<file path="src/rtl/jtexterm_pkg.sv">
// Shared definitions for the palette scheduler: FSM encoding and the
// RGB555 bit-field layout of a palette entry {hi[6:0], lo}.
package jtexterm_pkg;

    typedef enum logic [2:0] {
        IDLE     = 3'd0,
        VHI      = 3'd1,
        VLO      = 3'd2,
        CPU_RD   = 3'd3,
        CPU_DONE = 3'd4
    } pal_state_e;

    localparam int RED_HI = 14;
    localparam int RED_LO = 10;
    localparam int GRN_HI = 9;
    localparam int GRN_LO = 5;
    localparam int BLU_HI = 4;
    localparam int BLU_LO = 0;

endpackage

</file>
<file path="src/rtl/jtexterm_pal_cpuif.sv">
// CPU side of the palette scheduler: request edge qualification and the
// cpu_ok / cpu_din completion pipeline, independent of the video FSM.
module jtexterm_pal_cpuif (
    input  logic       rst,
    input  logic       clk,
    input  logic       i_pal_cs,
    input  logic       i_issue_rd,
    input  logic       i_issue_wr,
    input  logic [7:0] i_ram_dout,
    output logic       o_pend,
    output logic       o_cpu_ok,
    output logic [7:0] o_cpu_din
);

    logic r_armed;
    logic r_busy;
    logic r_wr_p;
    logic r_rd_p;
    logic r_rd_p2;

    // A held pal_cs must drop for at least one edge after cpu_ok before it re-arms.
    assign o_pend = i_pal_cs & r_armed & ~r_busy;

    always_ff @(posedge clk or posedge rst) begin
        if (rst) begin
            r_armed   <= 1'b1;
            r_busy    <= 1'b0;
            r_wr_p    <= 1'b0;
            r_rd_p    <= 1'b0;
            r_rd_p2   <= 1'b0;
            o_cpu_ok  <= 1'b0;
            o_cpu_din <= 8'd0;
        end else begin
            r_wr_p   <= i_issue_wr;
            r_rd_p   <= i_issue_rd;
            r_rd_p2  <= r_rd_p;
            o_cpu_ok <= r_wr_p | r_rd_p2;
            if (r_rd_p2)
                o_cpu_din <= i_ram_dout;
            if (i_issue_rd | i_issue_wr) begin
                r_busy  <= 1'b1;
                r_armed <= 1'b0;
            end else if (r_wr_p | r_rd_p2) begin
                r_busy  <= 1'b0;
            end else if (!i_pal_cs && !r_busy) begin
                r_armed <= 1'b1;
            end
        end
    end

endmodule

</file>
<file path="src/rtl/jtexterm_pal_sched.sv">
// Palette RAM arbiter: two-byte video fetch per pixel with absolute priority,
// CPU accesses slotted into the remaining cycles of each pixel period.
module jtexterm_pal_sched
    import jtexterm_pkg::*;
#(
    parameter int PXL_MIN = 4
) (
    input  logic       rst,
    input  logic       clk,
    input  logic       pxl_cen,
    input  logic       LHBL,
    input  logic       LVBL,
    input  logic [8:0] col_addr,
    input  logic [9:0] cpu_addr,
    input  logic [7:0] cpu_dout,
    input  logic       cpu_rnw,
    input  logic       pal_cs,
    output logic [7:0] cpu_din,
    output logic       cpu_ok,
    output logic [9:0] ram_addr,
    output logic [7:0] ram_din,
    output logic       ram_we,
    input  logic [7:0] ram_dout,
    output logic [4:0] red,
    output logic [4:0] green,
    output logic [4:0] blue
);

    pal_state_e  r_state;
    pal_state_e  w_next;
    logic [8:0]  r_col;
    logic        r_blank;
    logic [2:0]  r_vld_pipe;
    logic [7:0]  r_hi;
    logic [7:0]  r_lo;
    logic        r_pix_ok;
    logic [14:0] w_rgb;
    logic        w_pend;
    logic        w_issue;
    logic        w_issue_rd;
    logic        w_issue_wr;
    logic        w_unused;

    // VLO is the E2 edge: the video low-byte address is already in the RAM,
    // so the bus is free for the CPU from here on.
    assign w_issue    = ~pxl_cen & w_pend & ((r_state == IDLE) | (r_state == VLO));
    assign w_issue_rd = w_issue & cpu_rnw;
    assign w_issue_wr = w_issue & ~cpu_rnw;
    assign w_rgb      = {r_hi[6:0], r_lo};
    assign w_unused   = r_hi[7] ^ (PXL_MIN < 4);

    always_comb begin
        w_next = r_state;
        if (pxl_cen) begin
            w_next = VHI;
        end else begin
            case (r_state)
                VHI:       w_next = VLO;
                VLO, IDLE: w_next = w_issue ? (cpu_rnw ? CPU_RD : CPU_DONE) : IDLE;
                CPU_RD:    w_next = CPU_DONE;
                CPU_DONE:  w_next = IDLE;
                default:   w_next = IDLE;
            endcase
        end
    end

    always_ff @(posedge clk or posedge rst) begin
        if (rst) r_state <= IDLE;
        else     r_state <= w_next;
    end

    always_ff @(posedge clk or posedge rst) begin
        if (rst) begin
            ram_addr <= 10'd0;
            ram_din  <= 8'd0;
            ram_we   <= 1'b0;
        end else begin
            ram_we <= w_issue_wr;
            if (pxl_cen)
                ram_addr <= {1'b1, col_addr};
            else if (r_state == VHI)
                ram_addr <= {1'b0, r_col};
            else if (w_issue)
                ram_addr <= cpu_addr;
            if (w_issue_wr)
                ram_din <= cpu_dout;
        end
    end

    // Capture phases follow pxl_cen, not the FSM, so CPU slots cannot disturb them.
    always_ff @(posedge clk or posedge rst) begin
        if (rst) begin
            r_vld_pipe <= 3'd0;
            r_col      <= 9'd0;
            r_blank    <= 1'b1;
            r_hi       <= 8'd0;
            r_lo       <= 8'd0;
            r_pix_ok   <= 1'b0;
            red        <= '0;
            green      <= '0;
            blue       <= '0;
        end else begin
            r_vld_pipe <= {r_vld_pipe[1:0], pxl_cen};
            if (r_vld_pipe[1])
                r_hi <= ram_dout;
            if (r_vld_pipe[2]) begin
                r_lo     <= ram_dout;
                r_pix_ok <= 1'b1;
            end
            if (pxl_cen) begin
                r_col   <= col_addr;
                r_blank <= ~LHBL | ~LVBL;
                if (r_pix_ok && !r_blank) begin
                    red   <= w_rgb[RED_HI:RED_LO];
                    green <= w_rgb[GRN_HI:GRN_LO];
                    blue  <= w_rgb[BLU_HI:BLU_LO];
                end else begin
                    red   <= '0;
                    green <= '0;
                    blue  <= '0;
                end
            end
        end
    end

    jtexterm_pal_cpuif u_cpuif (
        .rst        (rst),
        .clk        (clk),
        .i_pal_cs   (pal_cs),
        .i_issue_rd (w_issue_rd),
        .i_issue_wr (w_issue_wr),
        .i_ram_dout (ram_dout),
        .o_pend     (w_pend),
        .o_cpu_ok   (cpu_ok),
        .o_cpu_din  (cpu_din)
    );

endmodule

</file>
<file path="config.mk">
export PLATFORM = sky130hd
export DESIGN_NAME = jtexterm_pal_sched
export DESIGN_NICKNAME = d
export VERILOG_FILES = /design/src/rtl/jtexterm_pkg.sv /design/src/rtl/jtexterm_pal_cpuif.sv /design/src/rtl/jtexterm_pal_sched.sv
export SDC_FILE = /design/constraint.sdc
export NUM_CORES = 1
export LEC_CHECK = 0
export BUFFER_PORTS_ARGS = -buffer_cell sky130_fd_sc_hd__buf_2
export CORE_MARGIN = 2
export CORE_UTILIZATION = 23
export DETAILED_ROUTE_END_ITERATION = 12
export SLEW_MARGIN = 20
export SYNTH_ARGS = -nofsm -noshare
export SYNTH_HDL_FRONTEND = slang
export SYNTH_SLANG_ARGS = --single-unit
</file>
<file path="constraint.sdc">
create_clock -name clk -period 2.7 [get_ports clk]
set_input_delay 0.27 -clock clk [delete_from_list [all_inputs] [get_ports clk]]
set_output_delay 0.27 -clock clk [all_outputs]
set_load 0.05 [all_outputs]
</file>
* Word level (Yosys, flattened, before mapping)
Index checks and enable logic that the tools add are counted.
** Storage, ports and cells
- Register bits :: 79
- Bits of input ports :: 42
** Operators by class
- Bitwise gates (word level) :: 15
- Equal/unequal tests :: 4
- Reductions and logical operators :: 11
- Muxes and demuxes :: 15
** Operators by type and width (number)
- two-way mux 10 bit :: 3
- two-way mux 5 bit :: 3
- two-way mux 3 bit :: 3
- one-hot mux 3 bit (3 select lines) :: 1
- bitwise AND 1 bit :: 6
- == test 3 x 2 -> 1 bit, second input constant :: 2
- two-way mux 1 bit :: 5
- inverter 1 bit :: 5
- OR 1 bit :: 4
- nonzero test 2 bit :: 2
- == test 3 x 1 -> 1 bit, second input constant :: 1
- zero test 1 bit :: 3
- zero test 3 bit :: 1
- nonzero test 3 bit :: 1
- logical AND 1 bit :: 2
- inequality test 2 bit, second input constant :: 1
- AND reduction 2 bit :: 1
- OR reduction 2 bit :: 1

* Logic depth before layout (Yosys ltp)
Gate-level depths: netlist (run 1).
- Depth in word-level cells :: 8
- Depth in mapped cells :: 6

* Cells and area by module
From an unflattened synthesis (run 1), not the netlist that was laid out.
** Second synthesis, totals
- Cell total of the unflattened synthesis :: 260
- Area total of the unflattened synthesis :: 3101.7 sq um
** By module, submodules not included
- jtexterm_pal_sched :: cells an instance 229, times used 1, seq. area each 1652.8 sq um, area an instance 2593.7 sq um
- jtexterm_pal_cpuif :: cells an instance 31, times used 1, seq. area each 351.6 sq um, area an instance 508.0 sq um

* Worst setup path after synthesis (run 1)
Ideal clock, no wire load.
- Path type :: flip-flop to flip-flop
- Start point :: reg u_cpuif.r_armed
- End point :: reg ram_din[0]
- Arrival :: 1371 ps
- Setup time :: 125 ps
- Clock period less this slack :: 1496 ps
- Required time :: 2575 ps
- Stages on the path, launching flop included :: 5
- Buffers on the path :: 0
- Slack :: 1204 ps
- Cell sequence :: dfstp_2 nor2b_2 nand4_2 nor2_8 mux2_4
** Between the ends
- Cells in the longest elaborated chain, start to end :: 5
** Ends and longest elaborated chain
- start: declaration :: RTL line jtexterm_pal_cpuif.sv:15 : logic r_armed;
- start signal: assignment :: RTL line jtexterm_pal_cpuif.sv:26 : r_armed <= 1'b1;
- start signal: assignment :: RTL line jtexterm_pal_cpuif.sv:42 : r_armed <= 1'b0;
- start signal: assignment :: RTL line jtexterm_pal_cpuif.sv:46 : r_armed <= 1'b1;
- bitwise AND 1 bit (2 in a row) :: RTL line jtexterm_pal_cpuif.sv:22 : assign o_pend = i_pal_cs & r_armed & ~r_busy;
- bitwise AND 1 bit (2 in a row) :: RTL line jtexterm_pal_sched.sv:46 : assign w_issue = ~pxl_cen & w_pend & ((r_state == IDLE) | (r_state == VLO));
- bitwise AND 1 bit :: RTL line jtexterm_pal_sched.sv:48 : assign w_issue_wr = w_issue & ~cpu_rnw;
- end signal: assignment :: RTL line jtexterm_pal_sched.sv:86 : ram_din <= cpu_dout;
- end: declaration :: RTL line jtexterm_pal_sched.sv:21 : output logic [7:0] ram_din,
Every way passes these cells.
A chain may end at the register's enable or synchronous reset.

* Final worst setup path (run 1)
- Start point :: reg r_state[2]
- End point :: reg ram_addr[0]
** Between the ends
- Cells in the longest elaborated chain, start to end :: 4
** Ends and longest elaborated chain
- start: declaration :: RTL line jtexterm_pal_sched.sv:29 : pal_state_e r_state;
- start signal: assignment :: RTL line jtexterm_pal_sched.sv:69 : else r_state <= w_next;
- == test 3 x 2 -> 1 bit or zero test 3 bit (tied branches) :: RTL line jtexterm_pal_sched.sv:46
- OR 1 bit :: RTL line jtexterm_pal_sched.sv:46
- bitwise AND 1 bit :: RTL line jtexterm_pal_sched.sv:46
- nonzero test 3 bit (no source line)
- end signal: assignment :: RTL line jtexterm_pal_sched.sv:80 : ram_addr <= {1'b1, col_addr};
- end signal: assignment :: RTL line jtexterm_pal_sched.sv:82 : ram_addr <= {1'b0, r_col};
- end signal: assignment :: RTL line jtexterm_pal_sched.sv:84 : ram_addr <= cpu_addr;
- end: declaration :: RTL line jtexterm_pal_sched.sv:20 : output logic [9:0] ram_addr,
Parallel ways exist; a longest one is shown, timed or not.

==> results of run 1 <==
## through the flow
stage / util / power [mW] / hold slack [ps] / cells / worst slack, ps
global route: 0.3077 / 3.113 / 50.20 / 517 / 777.9
global placement: 0.2828 / 1.672 / 333.2 / 501 / 958.2
CTS: 0.3077 / 3.025 / 32.99 / 517 / 882.2
floorplan: - / 1.566 / 301.4 / 250 / 409.9
detailed placement: 0.2828 / 1.681 / 334.7 / 501 / 891.7
finish: 0.3077 / 2.976 / 14.80 / 517 / 905.1
## flip-flops by register name, indices dropped and copies added, names as in the netlist
| signal | count |
|---|---|
| u_cpuif.r_armed | 1 |
| r_blank | 1 |
| ram_din | 8 |
| u_cpuif.r_busy | 1 |
| r_hi | 7 |
| u_cpuif.r_rd_p | 1 |
| r_pix_ok | 1 |
| green | 5 |
| ram_addr | 10 |
| r_lo | 8 |
| r_state | 3 |
| blue | 5 |
| u_cpuif.o_cpu_ok | 1 |
| u_cpuif.r_wr_p | 1 |
| red | 5 |
| r_vld_pipe | 3 |
| u_cpuif.o_cpu_din | 8 |
| u_cpuif.r_rd_p2 | 1 |
| r_col | 9 |
## report_power, final
part	switching, mW	leakage [nW]	internal (mW)	total, mW
logic	0.235	0.887	0.113	0.349
clock network	0.485	0.159	0.839	1.32
registers	0.0440	0.999	1.26	1.30
total	0.765	2.04	2.21	2.98
## routing by layer
metal  vias up  part of all wire
met4         0             0.017
met2        41              0.46
met5         -                 0
met1      1023              0.48
li1        999                 -
met3         7             0.044
## cell type report
| cell class | count | area (um^2) |
|---|---|---|
| Clock buffer | 10 | 239.0 |
| Clock inverter | 6 | 93.84 |
| Fill cell | 1391 | 9240 |
| Inverter | 27 | 102.6 |
| Multi-Input combinational cell | 132 | 1017 |
| Sequential cell | 79 | 1979 |
| Tap cell | 176 | 220.2 |
| Timing Repair Buffer | 87 | 455.4 |
## placed cells by master, fill, tap and decap left out, types with 3 or more instances in the layout
cell type / instances
clkbuf_16: 9
dfrtp_1: 77
clkinv_4: 3
buf_2: 84
mux2i_1: 10
mux2_4: 8
nor2_1: 4
mux2_1: 8
mux2_2: 24
inv_1: 26
nand2_1: 26
o21ai_1: 9
o21ai_0: 25
## cells by family (layout without fill, tap and decap cells)
logic type	Yosys count	in the layout	synth area share
mux	50	50	0.1834
buf+inv	39	130	0.05336
simple gates	43	43	0.07273
compound gates	39	39	0.06522
flops	79	79	0.6253
## tightest hold or removal path, cell delays in order
cell,delay (ps)
buf_2,100
clkinv_2,50
buf_12,340
## final timing paths
path                                          from                 endpoint
max                           r_state[2]$_DFF_PP0_  ram_addr[0]$_DFFE_PP0P_
min                                            rst   ram_din[1]$_DFFE_PP0P_
max reg2reg                   r_state[2]$_DFF_PP0_  ram_addr[0]$_DFFE_PP0P_
min reg2reg                r_vld_pipe[0]$_DFF_PP0_  r_vld_pipe[1]$_DFF_PP0_
max in group asynchronous                      rst      r_blank$_DFFE_PP1P_
min in group clk                              LHBL      r_blank$_DFFE_PP1P_
==> impl_metrics.tcl, run 1 <==
set metrics [dict create \
    setup_viol 0 \
    gp_congestion 0.7290 \
    grt_pass1_vias 2230 \
    dieArea_um2 14720 \
    arrival_ps 2010 \
    top_usage_layer "met2" \
    met3_usage 0.02632 \
    detail_route.first_pass.iterations 4 \
    syn_nets 292 \
    status "finished clean" \
    synthTopCellsByCount "dfrtp_1 (77), inv_1 (27), nand2_1 (26), o21ai_0 (25), mux2_2 (24)" \
    synth-edff-count 0 \
    clk_latency_ps 330 \
    crit_path_cell_trace "nor3b_4 -> buf_4 -> a41o_1 -> mux2i_1 -> o21ai_1" \
    syn_area_um2 3166 \
    path_buf_inv 1 \
    synthTopCellsByArea "dfrtp_1 (61%), mux2_2 (8.5%), o21ai_0 (4.0%)" \
    clock.fmax_mhz 557.1 \
    cp_max_fo 12 \
    gr-usage-met2 0.1517 \
    skew_ps 7.427 \
    die_width_um 121.3 \
    grt_first_pass_wirelength_um 11470 \
    worstRegToRegCells 5 \
    crit_required_ps 2920 \
    report.final.slew_viol_count 0 \
    yosysTopAreaCell "dfrtp_1" \
    min_path_type "in -> async" \
    grt_max_degree 80 \
    io_pins 85 \
    io_buffer_count 84 \
    yosysWarnings 0 \
    cts_buffers 9 \
    slowest_stage "a41o_1" \
    worstSetupStartpointType "flip-flop" \
    vias 2070 \
    ctsResizeCount 0 \
    maxCapViolations 0 \
    drive_gt1_frac 0.4282 \
    reg2reg_slack_ps 910 \
    ys_async_sr_fraction 1.000 \
    synth_cell_type_count 31 \
    synth_top_area_share 0.6087 \
    drtIter0Drc 85 \
    overflow 0 \
    path_class "reg -> reg" \
    initial_core_util 0.2372 \
    antenna_cells 0 \
    setup_tns_ps 0 \
    ir_drop_uv 235.3 \
    hold_buffers 0 \
    clockBufferDepth 2 \
    ys_seq_area_frac 0.6253 \
    cp-end-kind "flip-flop" \
    drc 0 \
    drt-total-wl_um 6992 \
    syn_area_per_cell_um2 12.66 \
    wl_per_cell_um 13.52 \
    syn2layout_area_growth_pct 29.76 \
    rows 42 \
    cts_tree "done" \
    synth-main-ff-cell "dfrtp_1" \
    antenna_found_initial 0 \
    path_delay_family "compound AO/OA/AOI/OAI gates" \
    dpl.hpwl_um 4915 \
    powerDensity_nw_per_um2 724.5 \
    ys_ff_latch 79 \
    cts_setup_buffers 0 \
    max_stage_delay_ps 480 \
    grtUsageMet1 0.1350 \
    via_per_inst 4.004 \
    synth.most_common_cell "dfrtp_1" \
    synth_cells 250 \
    min_period_over_period 0.6648 \
    p_leak_nw 2.045 \
    fin_area_um2 4108 \
    core_area_um2 13350 \
    rsz0062_at_grt "no" \
    slew_headroom 0.5623 \
    cp.depth 5 \
    layout_min_cycle_time_ps 1795 \
    tightest_slew_ps 655.9 \
    grt_usage 0.1008 \
    nets 378 \
    cts_root_buffer "clkbuf_16" \
    htree_levels 3 \
    die_h_um 121.3 \
    postPlaceCellArea_um2 3775 \
    clkSinkCount 79 \
    final-hold-violation-count 0 \
    clkTransAtPathRegs_ps 60 \
    drtAntennaViolNets 0 \
]
No activity file was read; power rests on OpenSTA's default activity.
==> run 2: changes to the inputs <==
--- a/config.mk
+++ b/config.mk
@@ -5,6 +5,7 @@
 export SDC_FILE = /design/constraint.sdc
 export NUM_CORES = 1
 export LEC_CHECK = 0
+export ABC_AREA = 1
 export BUFFER_PORTS_ARGS = -buffer_cell sky130_fd_sc_hd__buf_2
 export CORE_MARGIN = 2
 export CORE_UTILIZATION = 23
==> constraint.sdc (replaced) <==
create_clock -name clk -period 1.7 [get_ports clk]
set_input_delay 0.17 -clock clk [delete_from_list [all_inputs] [get_ports clk]]
set_output_delay 0.17 -clock clk [all_outputs]
set_load 0.05 [all_outputs]
==> run 2 against run 1 <==
  * Highest routed layer unchanged
  * Via count increased by 24%
  * Non-clock buffer count increased by 5
  * First-iteration DRC count increased by 120%
  * Clock skew decreased by 2.7 ps
==> impl_metrics.tcl, run 2 <==
set metrics [dict create \
    status "finished clean" \
    wl_per_cell_um 12.42 \
    synth_cells 359 \
    max_stage_delay_ps 440 \
    ys_ff_latch 79 \
    skew_ps 4.733 \
    ir_drop_uv 466.5 \
    htree_levels 3 \
    min_path_type "in -> reg" \
    grt_max_degree 80 \
    report.final.slew_viol_count 0 \
    yosysWarnings 0 \
    cts_buffers 9 \
    drtAntennaViolNets 0 \
    crit_required_ps 1920 \
    largest_reg_flops 10 \
    worstSetupStartpointType "flip-flop" \
    power_frac_seq 0.451 \
    synth-edff-count 0 \
    setup_viol 0 \
    slowest_stage "dfrtp_1" \
    dpl.hpwl_um 5839 \
    slew_headroom 0.4082 \
    setup_slack_ps 232.8 \
    grt_first_pass_wirelength_um 13210 \
    cts_root_buffer "clkbuf_16" \
    syn2layout_area_growth_pct 29.94 \
    synth_cell_type_count 23 \
    antenna_found_initial 1 \
    path_delay_family "simple AND/OR/NAND/NOR gates" \
    powerDensity_nw_per_um2 1103 \
    setup_tns_ps 0 \
    detail_route.first_pass.iterations 4 \
    vias 2575 \
    cts_tree "done" \
    initial_core_util 0.2337 \
    synth-main-ff-cell "dfrtp_1" \
    hold_buffers 3 \
    maxCapViolations 0 \
    p_switching_mw 1.246 \
    worstRegToRegCells 6 \
    via_per_inst 4.055 \
    dieArea_um2 14900 \
    crit_path_cell_trace "nor2_1 -> nand3_2 -> nor2_4 -> inv_2 -> nor2_1 -> nor2_1" \
    hold_depth 3 \
    clkSinkCount 79 \
    path_class "reg -> reg" \
    top_regs "ram_addr x10, r_col x9" \
    clk_latency_ps 330 \
    cp.depth 6 \
    overflow 0 \
    drive_gt1_frac 0.2709 \
    syn_area_um2 3206 \
    cp_max_fo 9 \
    synth_top_area_share 0.6011 \
    cp-end-kind "flip-flop" \
    rows 43 \
    tightest_slew_ps 884.5 \
    combPwrFrac 0.134 \
    power.share.switching 0.2711 \
    cp_common_cell "nor2_1" \
    arrival_ps 1690 \
    yosysTopAreaCell "dfrtp_1" \
    die_h_um 122.1 \
    drt-total-wl_um 7885 \
    drc 0 \
    grt_pass1_vias 2649 \
    pwr-share-clk 0.415 \
    rsz0062_at_grt "no" \
    nets 491 \
    die_width_um 122.1 \
    layout_min_cycle_time_ps 1467 \
    path_buf_inv 1 \
    drtIter0Drc 187 \
    ctsResizeCount 0 \
    min_period_over_period 0.8631 \
    synthTopCellsByArea "dfrtp_1 (60%), nand2_1 (17%), nand3_1 (5.3%)" \
    io_buffer_count 84 \
    clkTransAtPathRegs_ps 60 \
    synth.most_common_cell "nand2_1" \
    largest-register "ram_addr" \
    syn_nets 401 \
    synthTopCellsByCount "nand2_1 (143), dfrtp_1 (77), nand3_1 (34), nor2_1 (31), inv_1 (27)" \
    syn_area_per_cell_um2 8.929 \
    core_area_um2 13720 \
    ys_seq_area_frac 0.6175 \
    place_ws_ps 243.4 \
    io_pins 85 \
    clockBufferDepth 2 \
    clock.fmax_mhz 681.6 \
    p_leak_nw 2.250 \
    p_int_mw 3.348 \
    ys_async_sr_fraction 1.000 \
    final-hold-violation-count 0 \
    gp_congestion 0.8017 \
    grt_usage 0.1140 \
    final_common_cell "nand2_1" \
    cts_setup_buffers 0 \
    final_cell_mix "nand2_1 (143), buf_2 (84), dfrtp_1 (77), nand3_1 (34), nor2_1 (31)" \
]
==> run 2: per-stage QoR <==
step	hold slack (ps)	power, mW	area (um^2)	utilization	cells
2_1_floorplan	201.4	2.520	3209	-	359
3_3_place_gp	322.2	2.707	3832	0.2793	615
3_5_place_dp	328.4	2.720	3832	0.2793	615
4_1_cts	41.85	4.658	4163	0.3034	634
5_1_grt	55.53	4.807	4163	0.3034	634
6_report	54.47	4.594	4165	0.3036	635
==> run 2: power by group through the flow <==
stage | Clock (mW) | Sequential, mW | Combinational (mW)
global route | 2.04 | 2.09 | 0.680
finish | 1.91 | 2.07 | 0.614
floorplan | 0 | 2.28 | 0.236
CTS | 1.96 | 2.07 | 0.623
detailed placement | 0 | 2.10 | 0.616
global placement | 0 | 2.10 | 0.604
==> run 2: cell families after synthesis <==
kind of cell    synth area share
compound gates           0.02264
buf+inv                  0.05894
flops                     0.6175
mux                      0.02459
simple gates              0.2763
==> run 2: worst reg2reg max path: stages (launching register included) <==
cell     delay (ps)
dfrtp_1         440
nor2_1          200
nand3_2         170
nor2_4          240
inv_2           140
nor2_1          120
nor2_1           50
==> run 2: worst paths after layout <==
path / start / end / slack, ps
worst max-delay path: r_state[0]$_DFF_PP0_ / ram_din[1]$_DFFE_PP0P_ / 230
worst min-delay path: cpu_dout[0] / ram_din[0]$_DFFE_PP0P_ / 50
worst max register to register: r_state[0]$_DFF_PP0_ / ram_din[1]$_DFFE_PP0P_ / 230
worst min register to register: u_cpuif.r_rd_p$_DFF_PP0_ / u_cpuif.r_rd_p2$_DFF_PP0_ / 350
max in group asynchronous: rst / u_cpuif.r_armed$_DFFE_PP1P_ / 840
min in group asynchronous: rst / green[2]$_DFFE_PP0P_ / 520
==> run 2: layout make-up <==
| cell class | instances | area, um^2 |
|---|---|---|
| Antenna cell | 1 | 2.502 |
| Fill cell | 1461 | 9554 |
| Tap cell | 180 | 225.2 |
| Inverter | 31 | 120.1 |
| Clock buffer | 11 | 242.7 |
| Clock inverter | 5 | 57.56 |
| Multi-Input combinational cell | 236 | 1037 |
| Sequential cell | 79 | 1979 |
| Timing Repair Buffer | 92 | 500.5 |
==> run 2: metal layers <==
layer	routed length, um	global-route usage
met1	3766	0.1529
met2	3470	0.1645
met3	479	0.03886
met4	169	0.05388
met5	0	0
